--- src/rtl/fetch_unit_pkg.sv ---
// Shared types and helpers for the instruction fetch controller.
package fetch_unit_pkg;

    typedef enum logic [2:0] {
        FETCH_REQ   = 3'd0,
        FETCH_WAIT  = 3'd1,
        FETCH_FLUSH = 3'd2,
        FETCH_HOLD  = 3'd3,
        FETCH_FAULT = 3'd4
    } fetchState_e;

    localparam logic [31:0] INST_BYTES = 32'd4;

    // Instructions are word aligned; any low address bit set is a fault.
    function automatic logic isMisaligned(input logic [31:0] addr);
        return addr[1:0] != 2'b00;
    endfunction

endpackage

--- src/rtl/fetch_unit_inst_buffer.sv ---
// One-entry holding register for the fetched instruction and its address.
module fetch_unit_inst_buffer (
    input  logic        clk,
    input  logic        rst,
    input  logic        load_i,
    input  logic        clear_i,
    input  logic [31:0] inst_i,
    input  logic [31:0] pc_i,
    output logic        valid_o,
    output logic [31:0] inst_o,
    output logic [31:0] pc_o
);

    logic        valid_q;
    logic [31:0] inst_q;
    logic [31:0] pc_q;

    // Clear only drops the valid flag; the word itself is kept until overwritten.
    always_ff @(posedge clk) begin
        if (rst) begin
            valid_q <= 1'b0;
            inst_q  <= 32'h0;
            pc_q    <= 32'h0;
        end else if (clear_i) begin
            valid_q <= 1'b0;
        end else if (load_i) begin
            valid_q <= 1'b1;
            inst_q  <= inst_i;
            pc_q    <= pc_i;
        end
    end

    assign valid_o = valid_q;
    assign inst_o  = inst_q;
    assign pc_o    = pc_q;

endmodule

--- src/rtl/fetch_unit.sv ---
// Instruction fetch controller: one outstanding single-beat request,
// redirect squashing, and a sticky fault on misaligned redirect targets.
module fetch_unit
    import fetch_unit_pkg::*;
#(
    parameter logic [31:0] RESET_PC = 32'h0000_0000
) (
    input  logic        clk,
    input  logic        rst,
    input  logic        redirectValid,
    input  logic [31:0] targetAddr,
    input  logic        stall,
    output logic        imemReq,
    output logic [31:0] imemAddr,
    input  logic        imemGnt,
    input  logic        imemRvalid,
    input  logic [31:0] imemRdata,
    output logic        instValid,
    output logic [31:0] inst,
    output logic [31:0] PC,
    output logic        misalignFault
);

    fetchState_e state_q, state_d;
    logic [31:0] fetchPc_q, fetchPc_d;
    logic [31:0] reqPc_q, reqPc_d;
    logic        misalign_q, misalign_d;
    logic        bufLoad;
    logic        bufClear;
    logic        badRedirect;

    // State, fetch address, in-flight request address and sticky fault flag.
    always_ff @(posedge clk) begin
        if (rst) begin
            state_q    <= FETCH_REQ;
            fetchPc_q  <= RESET_PC;
            reqPc_q    <= 32'h0;
            misalign_q <= 1'b0;
        end else begin
            state_q    <= state_d;
            fetchPc_q  <= fetchPc_d;
            reqPc_q    <= reqPc_d;
            misalign_q <= misalign_d;
        end
    end

    // Next-state logic; a misaligned redirect overrides every other event.
    always_comb begin
        state_d     = state_q;
        fetchPc_d   = fetchPc_q;
        reqPc_d     = reqPc_q;
        misalign_d  = misalign_q;
        bufLoad     = 1'b0;
        bufClear    = 1'b0;
        badRedirect = redirectValid && isMisaligned(targetAddr);

        if (state_q != FETCH_FAULT && badRedirect) begin
            state_d    = FETCH_FAULT;
            misalign_d = 1'b1;
            bufClear   = 1'b1;
        end else begin
            case (state_q)
                FETCH_REQ: begin
                    if (redirectValid) begin
                        fetchPc_d = targetAddr;
                        if (imemGnt) state_d = FETCH_FLUSH;
                    end else if (imemGnt) begin
                        reqPc_d = fetchPc_q;
                        state_d = FETCH_WAIT;
                    end
                end
                FETCH_WAIT: begin
                    if (redirectValid) begin
                        fetchPc_d = targetAddr;
                        state_d   = imemRvalid ? FETCH_REQ : FETCH_FLUSH;
                    end else if (imemRvalid) begin
                        bufLoad   = 1'b1;
                        fetchPc_d = reqPc_q + INST_BYTES;
                        state_d   = FETCH_HOLD;
                    end
                end
                FETCH_FLUSH: begin
                    if (redirectValid) fetchPc_d = targetAddr;
                    if (imemRvalid) state_d = FETCH_REQ;
                end
                FETCH_HOLD: begin
                    if (redirectValid) begin
                        fetchPc_d = targetAddr;
                        bufClear  = 1'b1;
                        state_d   = FETCH_REQ;
                    end else if (!stall) begin
                        bufClear = 1'b1;
                        state_d  = FETCH_REQ;
                    end
                end
                FETCH_FAULT: begin
                    bufClear = 1'b1;
                end
                default: begin
                    state_d = FETCH_REQ;
                end
            endcase
        end
    end

    fetch_unit_inst_buffer u_instBuffer (
        .clk     (clk),
        .rst     (rst),
        .load_i  (bufLoad),
        .clear_i (bufClear),
        .inst_i  (imemRdata),
        .pc_i    (reqPc_q),
        .valid_o (instValid),
        .inst_o  (inst),
        .pc_o    (PC)
    );

    assign imemReq       = (state_q == FETCH_REQ) && !rst;
    assign imemAddr      = fetchPc_q;
    assign misalignFault = misalign_q;

endmodule
--- config.mk ---
export PLATFORM = sky130hd
export DESIGN_NAME = fetch_unit
export DESIGN_NICKNAME = d
export VERILOG_FILES = /design/src/rtl/fetch_unit_pkg.sv /design/src/rtl/fetch_unit_inst_buffer.sv /design/src/rtl/fetch_unit.sv
export SDC_FILE = /design/constraint.sdc
export NUM_CORES = 1
export LEC_CHECK = 0
export CORE_MARGIN = 4
export CORE_UTILIZATION = 47
export CTS_CLUSTER_SIZE = 40
export DETAILED_ROUTE_END_ITERATION = 10
export PLACE_DENSITY_LB_ADDON = 0.08
export SYNTH_ARGS = -nofsm -noshare
export SYNTH_HDL_FRONTEND = slang
export SYNTH_SLANG_ARGS = --single-unit
--- constraint.sdc ---
create_clock -name clk -period 2.46 [get_ports clk]
set_clock_uncertainty 0.15 [all_clocks]
set_input_delay 0.492 -clock clk [delete_from_list [all_inputs] [get_ports clk]]
set_output_delay 0.492 -clock clk [all_outputs]
set_load 0.01 [all_outputs]
==> metrics.csv, run 1 <==
metric,value,unit
synth.distinct_cells,55,
path_max_fanout,11,
clkTransAtPathRegs,0.05,ns
final_cells,1022,
cts_repair_resize_count,0,
rsz0062_at_grt,no,
irDropWorstVdd,0.412,mV
synthMuxAreaShare,0.00179,
grt.total_usage,0.247,
r2r_end,imemAddr[24],
dpl_cell_area,0.00746,mm²
rows,39,
worstSetupPathType,reg2out,
cp_data_required_time,1.82,ns
ys_seq_elements,133,
via_per_inst,5.53,
ant_nets,0,
synth_ff_type,dfxtp_1,
period_share,0.954,
ios,169,
core-area,0.0115,mm²
post_cts_buffers,0,
grt.overflow.total,0,
wirelength,17100,µm
p_leak,0.00268,µW
clkSinkCount,133,
fin_area,0.00800,mm²
cp_num_buf_inv,1,
area_growth,43.2,%
cts_root_buf,clkbuf_16,
endpoint,imemReq,
critPathCaptureType,primary output,
place_inst,991,
cts_tree,yes,
finalSetupViolCount,0,
avgSynthCellArea,7.82,µm²
dr_total_vias,5653,
finalCriticalPeriod,2.35,ns
routabilityCongestion,0.850,
die_y,117,µm
layout-drive-gt1-share,0.0717,
numPortBuffers,168,
crit_cells,2,
timing.fmax,0.426,GHz
min_path_type,reg2reg,
finalHoldViolations,0,
grt_pass1_wl,26700,µm
ys_seq_area_frac,0.477,
hold_buffers,0,
worstMarginPinSlew,0.667,ns
path_cells,nor4_1 > clkdlybuf4s50_1,
die_w,117,µm
dpl.hpwl,11500,µm
dr.pass1.iters,7,
antenna_cells,0,
synth_top_family_by_area,simple AND/OR/NAND/NOR gates,
first_iter_violations,414,
arrival,1.70,ns
syn-instance-count,714,
cp_slowest_cell,clkdlybuf4s50_1,
clkLatencyLatePin,0.41,ns
dieArea,0.0137,mm²
cts_buffer_depth,2,
reg2regPathDepth,5,
status,"finished, final reports clean",
cts_buffers,17,
synthXorXnorAreaFrac,0.0361,
cpPeakStageDelay,0.58,ns
synth_edf_count,0,
drv_cap,0,
synth_fa_ha_area_frac,0.00224,
wl_per_cell,16.7,µm
r2r_start,reqPc_q[4],
syn_nets,785,
r2r_slack,0.37,ns
grt_max_degree,54,
crit_start,state_q[0],
drc,0,
yosysWarnings,0,
post-route-util,0.695,
async_flop_share,0,
antenna_found_initial,0,
crit_path_start_kind,flop,
finalMaxSlewViolations,0,
cpLargestDelayFamily,buffers and inverters,
synth-simple-area-share,0.244,
grt_pass1_vias,5460,
power_density,634,mW/mm²
h-tree-depth,4,
synth_compound_gate_area_share,0.192,
final_nets,938,
syn-cell-area,0.00559,mm²
setup_tns,0,ns
slew_headroom,0.555,
start_util,0.485,
placed cells by master (no fill, tap or decap), drive strengths merged, types with 3 or more instances in the layout:
cell type      count
and3              13
clkinv             3
nor3               9
nor2              21
a211o              4
inv                6
clkbuf            26
nand4             13
a21oi            122
a31o               5
a31oi              6
nand2            222
buf               24
o211ai             8
a211oi             3
a22oi              5
clkdlybuf4s50    167
xor2              11
xnor2             12
dfxtp            133
o21ai             11
o22ai              7
nand3             14
nor4               4
metrics by stage:
stage                     total power (µW)  setup slack, ns  hold slack (ns)
after floorplan                       2480            0.422            0.287
after global placement                2740           0.0512            0.289
after detailed placement              2750           0.0205            0.295
after CTS                             5100           0.0837            0.302
after global routing                  5230           0.0526            0.325
final                                 5070            0.114            0.299
power by group:
group / total (µW) / leakage [µW] / switching (µW) / internal [µW]
registers: 2240 / 0.00107 / 45.1 / 2200
clock network: 2370 / 0.000266 / 861 / 1510
logic: 465 / 0.00133 / 230 / 235
logic make-up (layout without fill, tap and decap cells):
group                      Yosys count  count (layout)
AOI/OAI and AO/OA                  184             184
DFF                                133             133
buffers and inverters               63             228
muxes                                1               1
and+or+nand+nor                    309             309
adders and majority gates            1               1
xor gates and xnor gates            23              23
area by class of cell:
class,count,area [µm²]
Multi-Input combinational cell,518,2670
Fill cell,922,3520
Timing Repair Buffer,191,1930
Clock buffer,26,469
Tap cell,143,179
Clock inverter,5,75.1
Sequential cell,133,2660
Inverter,6,22.5
worst min-delay path by stage:
| stage | start | depth (start not counted) | slack, ns | endpoint |
|---|---|---|---|---|
| 6_report | misalignFault | 2 | 0.30 | misalignFault |
| 3_5_place_dp | misalignFault | 2 | 0.29 | misalignFault |
| 3_3_place_gp | misalignFault | 2 | 0.29 | misalignFault |
| 4_1_cts | misalignFault | 2 | 0.30 | misalignFault |
| 5_1_grt | u_instBuffer.pc_o[15] | 2 | 0.33 | u_instBuffer.pc_o[15] |
| 2_1_floorplan | reqPc_q[0] | 2 | 0.29 | reqPc_q[0] |
worst register-to-register path: stages (launching register included):
cell	delay, ns
dfxtp_1	0.48
nand4_4	0.25
or4_4	0.64
nor3b_1	0.23
o21ai_0	0.11
a21oi_1	0.16
synthesized netlist by cell type, drive strengths merged, types with 9 or more instances:
cell type    n  share of area
nand2      222           0.15
xor2        11          0.017
nor3         9         0.0081
clkbuf      43          0.029
nand4       13          0.017
and3        13          0.015
buf         14          0.015
o21ai       11         0.0099
dfxtp      133           0.48
nor2        21          0.014
xnor2       12          0.019
nand3       14          0.013
a21oi      122           0.11
sequential cells by signal, indices dropped and copies added, names as in the netlist:
signal / flops
imemAddr: 32
misalignFault: 1
reqPc_q: 32
state_q: 3
u_instBuffer.inst_o: 32
u_instBuffer.pc_o: 32
u_instBuffer.valid_o: 1
per-layer routing:
metal / vias up / track usage / routed length (µm)
met4: 0 / 0.0994 / 408
met2: 236 / 0.408 / 8320
met3: 31 / 0.0674 / 1260
li1: 2740 / - / -
met5: - / 0 / 0
met1: 2646 / 0.306 / 7090
Power figures use the tool's default switching activity.
==> run 2, diff against run 1 <==
--- a/config.mk
+++ b/config.mk
@@ -5,11 +5,13 @@
 export SDC_FILE = /design/constraint.sdc
 export NUM_CORES = 1
 export LEC_CHECK = 0
+export CORE_ASPECT_RATIO = 1.4
 export CORE_MARGIN = 4
-export CORE_UTILIZATION = 47
+export CORE_UTILIZATION = 40
 export CTS_CLUSTER_SIZE = 40
 export DETAILED_ROUTE_END_ITERATION = 10
 export PLACE_DENSITY_LB_ADDON = 0.08
+export SKIP_LAST_GASP = 1
 export SYNTH_ARGS = -nofsm -noshare
 export SYNTH_HDL_FRONTEND = slang
 export SYNTH_SLANG_ARGS = --single-unit
==> run 2 against run 1 <==
Register-to-register slack got worse by 0.09 ns. Hold slack improved by 0.0030 ns. Wire length increased by 1.5%. First-iteration DRC count decreased by 27%.
==> metrics.csv, run 2 (synthesis gave the netlist of run 1 again) <==
metric,value,unit
status,"finished, final reports clean",
clkTransAtPathRegs,0.06,ns
whs_endpoint,u_instBuffer.pc_o[22],
final_nets,941,
clkLatencyLatePin,0.41,ns
worstSetupPathType,reg2out,
antenna_found_initial,0,
grt_pass1_wl,27800,µm
layout-drive-gt1-share,0.0838,
die_y,148,µm
post_cts_buffers,0,
cpPeakStageDelay,0.58,ns
critPathCaptureType,primary output,
wl_met2,8690,µm
seqPwrFrac,0.416,
grt.overflow.total,0,
hold_buffers,0,
via_per_inst,5.27,
worstMarginPinSlew,0.725,ns
cts_root_buf,clkbuf_16,
numPortBuffers,168,
met3_length,1530,µm
period_share,0.954,
hold_depth,2,
drv_cap,0,
top_layer,met4,
pre_cts_ws,-0.0403,ns
power.switching,1220,µW
reg2regPathDepth,5,
grt_max_degree,127,
place_inst,1033,
grt.total_usage,0.220,
dpl.hpwl,11800,µm
min_path_type,reg2reg,
clkSinkCount,133,
timing.final.ws_setup,0.114,ns
ant_nets,0,
path_cells,nor4_2 > clkdlybuf4s50_1,
routabilityCongestion,0.856,
clockPowerShare,0.497,
antenna_cells,0,
timing.fmax,0.426,GHz
p_leak,0.00273,µW
wirelength,17300,µm
cp_slowest_cell,clkdlybuf4s50_1,
internal-power,4160,µW
finalCriticalPeriod,2.35,ns
dr.pass1.iters,5,
cp_data_required_time,1.82,ns
path_max_fanout,11,
dieArea,0.0159,mm²
drc,0,
wl_per_cell,16.3,µm
slew_headroom,0.510,
die_w,108,µm
min_from,u_instBuffer.pc_o[22],
crit_path_start_kind,flop,
wl_met1,6670,µm
first_iter_violations,304,
area_growth,45.8,%
core-area,0.0135,mm²
irDropWorstVdd,0.432,mV
r2r_slack,0.28,ns
h-tree-depth,4,
grt_pass1_vias,5521,
r2r_start,reqPc_q[4],
pwr-share-comb,0.087,
final_cells,1065,
cts_buffer_depth,2,
arrival,1.70,ns
cts_tree,yes,
final_cell_mix,"nand2_1 (222), clkdlybuf4s50_1 (167), dfxtp_1 (133)",
setup_tns,0,ns
power.share.switching,0.227,
cts_buffers,17,
power_density,660,mW/mm²
dr_total_vias,5609,
cts_repair_resize_count,0,
r2r_end,imemAddr[20],
rows,50,
ios,169,
rsz0062_at_grt,no,
start_util,0.413,
finalSetupViolCount,0,
final_common_cell,nand2_1,
finalMaxSlewViolations,0,
finalHoldViolations,0,
## run 2: cell type report
cell class | count | area (µm²)
Timing Repair Buffer | 194 | 1940
Sequential cell | 133 | 2660
Fill cell | 1256 | 5370
Clock buffer | 20 | 447
Inverter | 6 | 22.5
Multi-Input combinational cell | 518 | 2670
Tap cell | 182 | 228
Clock inverter | 12 | 178
## run 2: power by group through the flow
stage	Combinational, µW	Sequential, µW	Clock, µW
floorplan	202	2280	0
global placement	461	2280	0
detailed placement	468	2280	0
CTS	470	2240	2730
global route	504	2240	2820
finish	468	2240	2670
## run 2: critical path, delay by kind of cell, from the launching register on
family,cells,cell delay (ns)
buf+inv,1,0.58
flops,1,0.40
simple gates,1,0.31
## run 2: how the worst max path moves through the flow
stage / startpoint / to / slack, ns / cells past startpoint
2_1_floorplan: reqPc_q[2] / imemAddr[30] / 0.42 / 6
3_3_place_gp: targetAddr[1] / imemAddr[27] / -0.009 / 7
3_5_place_dp: targetAddr[1] / imemAddr[27] / -0.04 / 7
4_1_cts: state_q[1] / imemReq / 0.04 / 2
5_1_grt: state_q[1] / imemReq / 0.01 / 2
6_report: state_q[1] / imemReq / 0.11 / 2
## run 2: metrics by stage
stage | hold WS, ns | util | power [µW] | area [µm²]
2_1_floorplan | 0.287 | - | 2480 | 5590
3_3_place_gp | 0.288 | 0.556 | 2740 | 7510
3_5_place_dp | 0.298 | 0.556 | 2750 | 7510
4_1_cts | 0.306 | 0.602 | 5440 | 8140
5_1_grt | 0.319 | 0.603 | 5570 | 8150
6_report | 0.302 | 0.603 | 5380 | 8150
## run 2: routing by layer
metal	GRT usage	vias up
met5	0	-
met4	0.0960	0
met3	0.0738	34
met2	0.375	210
met1	0.247	2612
li1	-	2753
==> run 3, diff against run 2 <==
--- a/config.mk
+++ b/config.mk
@@ -10,8 +10,9 @@
 export CORE_UTILIZATION = 40
 export CTS_CLUSTER_SIZE = 40
 export DETAILED_ROUTE_END_ITERATION = 10
-export PLACE_DENSITY_LB_ADDON = 0.08
+export PLACE_DENSITY_LB_ADDON = 0.05
 export SKIP_LAST_GASP = 1
 export SYNTH_ARGS = -nofsm -noshare
 export SYNTH_HDL_FRONTEND = slang
+export SYNTH_HIERARCHICAL = 1
 export SYNTH_SLANG_ARGS = --single-unit
==> run 3 against run 2 <==
Cell area increased by 14%. Critical endpoint is now imemAddr[31]. Flip-flop and latch count unchanged. Synthesized area increased by 18%. Register-to-register slack is essentially flat. Cell count up 4.4%. Power rose by 4.8%. Count of clock-buffer cells in the layout down 2. Highest routed layer is now met5.
==> metrics.csv, run 3 <==
metric,value,unit
finalSetupViolCount,0,
path_max_fanout,8,
grt_max_degree,199,
seq_area,0.00266,mm²
drc,0,
async_flop_share,0,
antenna_cells,0,
clockPowerShare,0.503,
netlist.area_leader.share,0.403,
ios,169,
yosysWarnings,6,
clkSinkCount,133,
cp_num_buf_inv,0,
ys_seq_area_frac,0.403,
layout-drive-gt1-share,0.153,
yosys.area.top_type,dfxtp_1,
fillers,1518,
power.switching,1300,µW
h-tree-depth,4,
syn_nets,815,
post-route-util,0.573,
yosys-top-cells-area,"dfxtp_1 (40%), nand4bb_1 (11%), o21ai_2 (7.3%)",
final_common_cell,clkdlybuf4s50_1,
hold_buffers,0,
cts_buffers,17,
finalCriticalPeriod,2.17,ns
dr.pass1.iters,5,
wl_per_cell,17.4,µm
cts_root_buf,clkbuf_16,
p_leak,0.00311,µW
finalMaxSlewViolations,0,
via_per_inst,5.44,
ys_seq_elements,133,
power_density,608,mW/mm²
cts_repair_resize_count,1,
cpPeakStageDelay,0.54,ns
power.share.switching,0.230,
cts_tree,yes,
avgSynthCellArea,8.88,µm²
grt.overflow.total,0,
arrival,2.29,ns
syn-cell-area,0.00661,mm²
dpl.hpwl,13100,µm
cp_slowest_cell,or3b_1,
syn-instance-count,744,
die_y,160,µm
numPortBuffers,168,
period_share,0.882,
first_iter_violations,498,
pwr-share-comb,0.101,
fin_area,0.00926,mm²
timing.fmax,0.461,GHz
core-area,0.0162,mm²
worstMarginPinSlew,0.682,ns
area_growth,40.1,%
synth.distinct_cells,49,
final_cell_mix,"clkdlybuf4s50_1 (166), dfxtp_1 (133), nand2_1 (101)",
internal-power,4340,µW
grt_pass1_wl,31300,µm
ant_nets,0,
post_cts_buffers,0,
cp_data_required_time,2.58,ns
min_path_type,reg2reg,
crit_path_start_kind,flop,
yosysMostFrequentCell,dfxtp_1,
dr_total_vias,6044,
antenna_found_initial,1,
dieArea,0.0187,mm²
grt_pass1_vias,6080,
wirelength,19400,µm
cts_buffer_depth,2,
grt.total_usage,0.208,
multi_input_area,0.00358,mm²
drv_cap,0,
cpLargestDelayFamily,simple AND/OR/NAND/NOR gates,
irDropWorstVdd,0.428,mV
start_util,0.409,
synth_ff_type,dfxtp_1,
worstSetupPathType,reg2reg,
seqPwrFrac,0.396,
routabilityCongestion,0.858,
finalHoldViolations,0,
path_cells,and3_1 > or3b_1 > nor4_2 > xnor2_1 > o22ai_1,
synth_edf_count,0,
synth_top_cells_by_count,"dfxtp_1 (133), nand2_1 (101), nand2b_1 (65)",
whs,0.320,ns
finalPower,5640,µW
rsz0062_at_grt,no,
status,"finished, final reports clean",
die_w,117,µm
clkTransAtPathRegs,0.06,ns
final_nets,971,
clkLatencyLatePin,0.42,ns
dpl_cell_area,0.00859,mm²
slew_headroom,0.545,
rows,55,
critPathCaptureType,flop,
## run 3: final cells by class
| class | instances | area share |
|---|---|---|
| clock inverters | 14 | 0.0242 |
| clock buffers | 18 | 0.0474 |
| repair buffers | 206 | 0.224 |
| flip-flops and latches | 133 | 0.287 |
| well taps | 199 | 0.0269 |
| inverters | 7 | 0.00284 |
| multi-input cells | 535 | 0.387 |
## run 3: power groups by stage
stage	Sequential [µW]	Clock [µW]	Combinational (µW)
5_1_grt	2230	3010	611
4_1_cts	2230	2900	572
3_3_place_gp	2270	0	563
2_1_floorplan	2270	0	287
3_5_place_dp	2280	0	569
6_report	2230	2840	568
## run 3: kinds of logic after synthesis
| kind of cell | synth area share |
|---|---|
| AO/OA/AOI/OAI | 0.188 |
| XOR/XNOR | 0.0345 |
| adder cells (fa/ha/maj) | 0.00189 |
| buffers and inverters | 0.0589 |
| flip-flops | 0.403 |
| multiplexers | 0.00151 |
| AND/OR/NAND/NOR | 0.313 |
## run 3: worst register-to-register path, cell delays in order (launching register included)
cell and delay, ns:
dfxtp_1 0.44, and3_1 0.25, or3b_1 0.54, nor4_2 0.36, xnor2_1 0.18, o22ai_1 0.11
## run 3: through the flow
stage	worst slack, ns	setup TNS (ns)	instances
finish	0.291	0	1112
global route	0.165	0	1112
CTS	0.0343	0	1112
detailed placement	-0.0682	-3.55	1080
global placement	0.00978	0	1080
floorplan	0.435	0	744
## run 3: metal layers
metal / vias to the layer above / GRT usage / part of all wire
li1: 2942 / - / -
met1: 2875 / 0.273 / 0.44
met2: 194 / 0.335 / 0.47
met3: 31 / 0.0497 / 0.061
met4: 2 / 0.0699 / 0.021
met5: - / 0 / 0.00098
## run 3: worst paths after layout
kind	slack [ns]	depth (start not counted)	start	endpoint
worst min register to register	0.32	2	imemAddr[6]	reqPc_q[6]
worst max register to register	0.29	5	reqPc_q[14]	imemAddr[31]
worst max-delay path	0.29	5	reqPc_q[14]	imemAddr[31]
worst min-delay path	0.32	2	imemAddr[6]	reqPc_q[6]
